**src/rtl/regs_mp.sv**
```systemverilog
// regs_mp: multi-port integer register file with clear sweep, x0 hardwire, write bypass and collision flag
module regs_mp #(
  parameter int XLEN      = 32,
  parameter int REG_COUNT = 32,
  parameter int NUM_READ  = 3,
  parameter int NUM_WRITE = 2,
  parameter bit ZERO_REG  = 1'b1,
  parameter bit BYPASS    = 1'b1,
  localparam int AW = $clog2(REG_COUNT)
) (
  input  logic                      clk_i,
  input  logic                      rst_ni,
  input  logic                      clear_req_i,
  output logic                      ready_o,
  input  logic [NUM_READ*AW-1:0]    rd_addr_i,
  output logic [NUM_READ*XLEN-1:0]  rd_data_o,
  input  logic [NUM_WRITE-1:0]      wr_en_i,
  input  logic [NUM_WRITE*AW-1:0]   wr_addr_i,
  input  logic [NUM_WRITE*XLEN-1:0] wr_data_i,
  output logic                      wr_conflict_o
);
  typedef enum logic {CLEAR, RUN} state_t;
  state_t state_q, state_d;
  logic [AW-1:0] idx_q, idx_d;
  logic ready_q, conflict_q, conflict_d;
  logic [NUM_WRITE-1:0] we;
  logic [XLEN-1:0] mem_q [REG_COUNT];
  assign ready_o = ready_q;
  assign wr_conflict_o = conflict_q;
  // a write port takes effect only in RUN without clear_req, and never to a hardwired x0
  always_comb begin
    we = '0;
    for (int j = 0; j < NUM_WRITE; j++)
      we[j] = wr_en_i[j] && state_q == RUN && !clear_req_i &&
              !(ZERO_REG && wr_addr_i[j*AW +: AW] == '0);
  end
  // collision: two effective writes to the same address in this cycle
  always_comb begin
    conflict_d = 1'b0;
    for (int j = 0; j < NUM_WRITE; j++)
      for (int k = j + 1; k < NUM_WRITE; k++)
        if (we[j] && we[k] && wr_addr_i[j*AW +: AW] == wr_addr_i[k*AW +: AW])
          conflict_d = 1'b1;
  end
  // sweep index walks every register, then hands over to RUN; clear_req restarts the sweep
  always_comb begin
    state_d = state_q;
    idx_d = idx_q;
    if (state_q == CLEAR) begin
      idx_d = idx_q + AW'(1);
      if (idx_q == AW'(REG_COUNT - 1)) state_d = RUN;
    end else if (clear_req_i) begin
      state_d = CLEAR;
      idx_d = '0;
    end
  end
  // control state; ready is registered from the next state so it rises with the final sweep edge
  always_ff @(posedge clk_i or negedge rst_ni) begin
    if (!rst_ni) begin
      state_q <= CLEAR;
      idx_q <= '0;
      ready_q <= 1'b0;
      conflict_q <= 1'b0;
    end else begin
      state_q <= state_d;
      idx_q <= idx_d;
      ready_q <= state_d == RUN;
      conflict_q <= conflict_d;
    end
  end
  // storage: sweep zeroes one entry per cycle; in RUN later ports overwrite earlier ones
  always_ff @(posedge clk_i) begin
    if (state_q == CLEAR) mem_q[idx_q] <= '0;
    else
      for (int j = 0; j < NUM_WRITE; j++)
        if (we[j]) mem_q[wr_addr_i[j*AW +: AW]] <= wr_data_i[j*XLEN +: XLEN];
  end
  // combinational reads with optional forwarding from the highest matching write port
  always_comb begin
    logic [AW-1:0] ra;
    logic [XLEN-1:0] rv;
    rd_data_o = '0;
    for (int i = 0; i < NUM_READ; i++) begin
      ra = rd_addr_i[i*AW +: AW];
      rv = mem_q[ra];
      if (BYPASS)
        for (int j = 0; j < NUM_WRITE; j++)
          if (we[j] && wr_addr_i[j*AW +: AW] == ra) rv = wr_data_i[j*XLEN +: XLEN];
      if ((ZERO_REG && ra == '0) || state_q != RUN) rv = '0;
      rd_data_o[i*XLEN +: XLEN] = rv;
    end
  end
endmodule

```
**config.mk**
```make
export PLATFORM = sky130hd
export DESIGN_NAME = regs_mp
export DESIGN_NICKNAME = d
export VERILOG_FILES = /design/src/rtl/regs_mp.sv
export SDC_FILE = /design/constraint.sdc
export NUM_CORES = 2
export LEC_CHECK = 0
export CELL_PAD_IN_SITES_DETAIL_PLACEMENT = 0
export CELL_PAD_IN_SITES_GLOBAL_PLACEMENT = 1
export CORE_ASPECT_RATIO = 0.75
export CORE_MARGIN = 2
export CORE_UTILIZATION = 32
export CTS_BUF_LIST = sky130_fd_sc_hd__clkbuf_2
export CTS_CLUSTER_SIZE = 16
export DETAILED_ROUTE_END_ITERATION = 16
export DONT_BUFFER_PORTS = 1
export PLACE_DENSITY_LB_ADDON = 0.05
export SLEW_MARGIN = 30
export SYNTH_ARGS = -nofsm -noshare
export SYNTH_HDL_FRONTEND = slang
export SYNTH_SLANG_ARGS = --single-unit
```
**constraint.sdc**
```tcl
create_clock -name clk_i -period 3.2 [get_ports clk_i]
set_input_delay 0.48 -clock clk_i [delete_from_list [all_inputs] [get_ports clk_i]]
set_output_delay 0.48 -clock clk_i [all_outputs]
set_load 0.02 [all_outputs]
```
; Yosys cells after proc, flatten, opt, wreduce, memory -nomap -nowiden
; Memories as Yosys holds them, arrays and structs flattened.
; Index checks and enable logic that the tools add are counted.
[totals]
regBits = 7
ramBits = 1024
input_bits = 94
output_inout_bits = 98
elab_cells = 66
mem_count = 1
[mem_list]
columns = memory, depth, width, rd, rd_clocked_by_memory_dff, write_ports, line_no
row1 = mem_q, 32, 32, 3, 0, 2, 27  ; logic [XLEN-1:0] mem_q [REG_COUNT];
[op_classes]
addsub = 1
n_eq_ne = 9
muxes = 25
bitwise_logic = 1
reduce_logical = 26
[op_table]
columns = operator, n
row1 = 32-bit 2-to-1 mux, 10
row2 = 5-bit equality test, 7
row3 = 32-bit OR reduction, 1
row4 = 5-bit logical NOT, 5
row5 = 5-bit 2-to-1 mux, 3
row6 = 1-bit logical AND, 14
row7 = 1-bit 2-to-1 mux, 12
row8 = "5-bit by 1-bit adder with 5-bit output, second input constant", 1
row9 = "5-bit equality test, second input constant", 1
row10 = 1-bit logical NOT, 3
row11 = 1-bit logical OR, 3
row12 = "2-bit != test, second input constant", 1
row13 = 1-bit NOT, 1

; Depth between registers and ports, before layout
[depth]
depth_word = 8
mapped_depth = 10
depth_no_buf = 6

; Least setup slack after synthesis
; No wires, ideal clock.
[synth_path]
path_kind = in2reg
startpoint = in wr_addr_i[3]
endpoint = mem mem_q[3][0], enable pin
setup_ns = 0.433
arrival_ns = 3.248
required_ns = 2.767
path_slack_ns = -0.481
stages = 7
path_buffers = 2
path_cell_list = buf_2 -> nor2_1 -> a31oi_1 -> buf_2 -> a21boi_0 -> nand2_1 -> o22ai_1
[synth_rtl]
columns = element, line_no
row1 = start: declaration, 18  ; input logic [NUM_WRITE*AW-1:0] wr_addr_i,
row2 = end: declaration, 27

==> results.yml <==
floorplan:
  core_area_sq_um: 214000
  boundaryPins: 192
  die-area_sq_um: 219000
  rows: 147
  initial_core_util_pct: 32.2
  die_x_um: 540
  dieHeight_um: 406
route:
  drt-total-wl_mm: 402
  vias: 62796
  postRouteAntennaNets: 0
  dr.pass1.iters: 6
  viasPerCell: 6.18
  drt_iter0_drc: 9024
  routedWlPerCell_um: 39.6
  drc: 0
critical_path:
  cp_data_arrival_time_ps: 3940
  crit_buf_inv: 1
  critical-path-max-stage-delay_ps: 590
  critical_path.startpoint: "mem_q[6][6]"
  cp_max_fo: 3
  reg2regPathDepth: 10
  r2r-end: "mem_q[28][14]"
  cpLargestDelayFamily: "multiplexers"
  crit_path_top_delay_cell: "mux4_2"
  worstSetupEndpointType: "output pin"
  worstSetupStartpointType: "flop"
  r2r_setup_slack_ps: -130
  crit_type: "flop to output pin"
  required_ps: 2720
  crit_chain: "mux4_2, a211oi_4, nand4_1, mux2i_1, o21ai_1, buf_4"
  reg2reg_from: "ready_o"
power:
  p_int_uw: 25300
  seqPwrFrac_pct: 44.4
  p_clk_share_pct: 25.9
  power_switching_uw: 15200
  power_uw: 40500
  combPwrFrac_pct: 29.7
  swShare_pct: 37.6
  powerDensity_nw_per_um2: 474
  ir_drop_mv: 0.309
  p_leak_uw: 0.0302
logic_synthesis:
  synth_area_sq_um: 69000
  syn-instance-count: 6769
  syn_avg_cell_area_sq_um: 10.2
  yosysTopAreaCellShare_pct: 44.6
  syn_nets: 6865
  dominantRegCellSynth: "edfxtp_1"
  yosys_warnings: 0
  synth_area_leaders: "edfxtp_1 (45%), mux2i_1 (14%), mux4_2 (9.8%)"
  ys_ff_latch: 1031
  ys_async_sr_fraction_pct: 0.679
  seq_area_frac_synth_pct: 44.8
  synth_cell_type_count: 63
  synth_top_area_cell: "edfxtp_1"
  synth-edff-count: 1024
place:
  place_congestion: 0.878
  dp_hpwl_mm: 229
  io_buffers: 0
  dp.cells: 9264
clocking:
  h-tree-depth: 5
  clockBufferDepth: 4
  clockRootBuffer: "clkbuf_2"
  numCtsBuffers: 304
  cts_tree: "built"
  path_clk_slew_ps: 110
  clk-insertion-delay-late_ps: 1590
  clock-sinks: 1031
sta:
  finalSetupTns_ps: -88810
  hold_violations: 0
  period_share_pct: 138
  hold_ws_ps: 83.5
  rsz0062_at_grt: "true"
  max_freq_mhz: 226
  slew_headroom_pct: -37.7
  period_minus_slack_ps: 4420
  setup_viol_count_final: 100
  drv_slew: 225
  setup_slack_ps: -1220
  tightest_slew_ps: 2070
  fin_skew_ps: 99.4
global_route:
  grt_use_total_pct: 35.4
  antenna_found_initial: 16
  grt_max_degree: 414
  grt_overflow: 0
  grt_pass1_vias: 59105
  grt_pass1_wl_mm: 532
worst_hold_path:
  min-delay-start: "wr_en_i[0]"
  hold-path-endpoint: "mem_q[22][30]"
  hp-class: "input pin to flop"
  hold_depth: 4
cells_and_area:
  fin_util_pct: 39.9
  fin_nets: 7213
  area_growth_pct: 23.8
  drive_gt1_share_pct: 24.7
  finalNonFillerCells: 10163
run_status:
  violations: "max-slew violations, negative setup slack"
  status: "finished with violations"
run:
  cap_violations: 0
==> layout make-up <==
| type | instances | area [sq um] |
|---|---|---|
| Inverter | 41 | 154 |
| Fill cell | 20789 | 129000 |
| Tap cell | 2831 | 3540 |
| Antenna cell | 9 | 22.5 |
| Timing Repair Buffer | 842 | 10700 |
| Clock buffer | 447 | 2240 |
| Clock inverter | 65 | 307 |
| Multi-Input combinational cell | 4897 | 37500 |
| Sequential cell | 1031 | 30900 |
==> metal layers <==
layer	up-vias	GRT usage, %	share of wire, %
met4	2	14.8	4.5
met1	31796	50.1	43
met3	728	11.7	12
li1	26277	-	-
met2	3993	48.9	40
met5	-	0.484	0.015
==> sequential cells by signal, summed over array words and instances (netlist names) <==
name           flops
mem_q           1024
idx_q              5
ready_o            1
wr_conflict_o      1
==> stage by stage <==
stage | area, sq um | setup WS, ps
after floorplan | 69100 | -481
after global placement | 75300 | -360
after detailed placement | 75300 | -340
after CTS | 84000 | -1300
after global routing | 85400 | -1320
final | 85400 | -1220
==> worst max path at each step <==
stage                     to  slack, ps  cells after the start
6_report       rd_data_o[38]      -1220                      6
5_1_grt        rd_data_o[42]      -1320                      8
4_1_cts        rd_data_o[42]      -1300                      8
3_5_place_dp   rd_data_o[32]       -340                     10
3_3_place_gp    rd_data_o[8]       -360                      8
2_1_floorplan    mem_q[3][0]       -480                      7
==> repair_timing <==
action,4_1_cts,5_1_grt
setup buffers,56,41
hold endpoints to repair,2062,0
hold buffers,281,0
resized for setup,474,182
gates cloned,14,9
endpoints found under the setup margin,96,186
pin swaps,139,89
==> cells by family (layout without fill, tap and decap cells) <==
family | Yosys count | in the layout | share of synthesized area (%)
flip-flops | 1031 | 1031 | 44.8
buffers and inverters | 841 | 1395 | 5.27
XOR/XNOR | 37 | 37 | 0.470
other | 0 | 9 | 0
multiplexers | 1272 | 1272 | 23.9
AO/OA/AOI/OAI | 1782 | 1782 | 14.7
adder cells (fa/ha/maj) | 2 | 2 | 0.0363
AND/OR/NAND/NOR | 1804 | 1804 | 10.9
==> power groups by stage <==
stage,Combinational (uW),Sequential (uW),Clock [uW]
3_3_place_gp,9480,18200,0
5_1_grt,12100,18200,11300
3_5_place_dp,9470,18300,0
4_1_cts,11200,18000,10700
6_report,12000,18000,10500
2_1_floorplan,5240,17900,0
==> cell usage after synthesis, types with 11 or more instances <==
cell and count:
a211oi_1 93, buf_1 11, buf_2 282, buf_4 26, clkbuf_1 476, edfxtp_1 1024
inv_1 41, mux2i_1 969, mux4_2 299, nand2_1 1416, nand3_1 12, nand4_1 98
nor2_1 172, nor2_2 27, o2111ai_1 96, o21ai_0 1086, o21ai_1 71, o22ai_1 405
xnor2_1 15, xor2_1 22
==> worst min-delay path, cell delays in order <==
cell and delay, ps:
and2_2 220, o32ai_1 130, nand2_1 340, o22ai_4 260
==> cell usage in the layout, fill, tap and decap left out, drive strengths merged, types with 15 or more instances in the layout <==
cell	instances
a211oi	93
buf	614
clkbuf	458
clkinv	56
dlygate4sd3	216
edfxtp	1024
inv	47
mux2i	969
mux4	299
nand2	1417
nand4	99
nor2	202
o2111ai	96
o21ai	1157
o22ai	405
xnor2	15
xor2	22
Note: power is estimated with default switching activity, not from simulation.
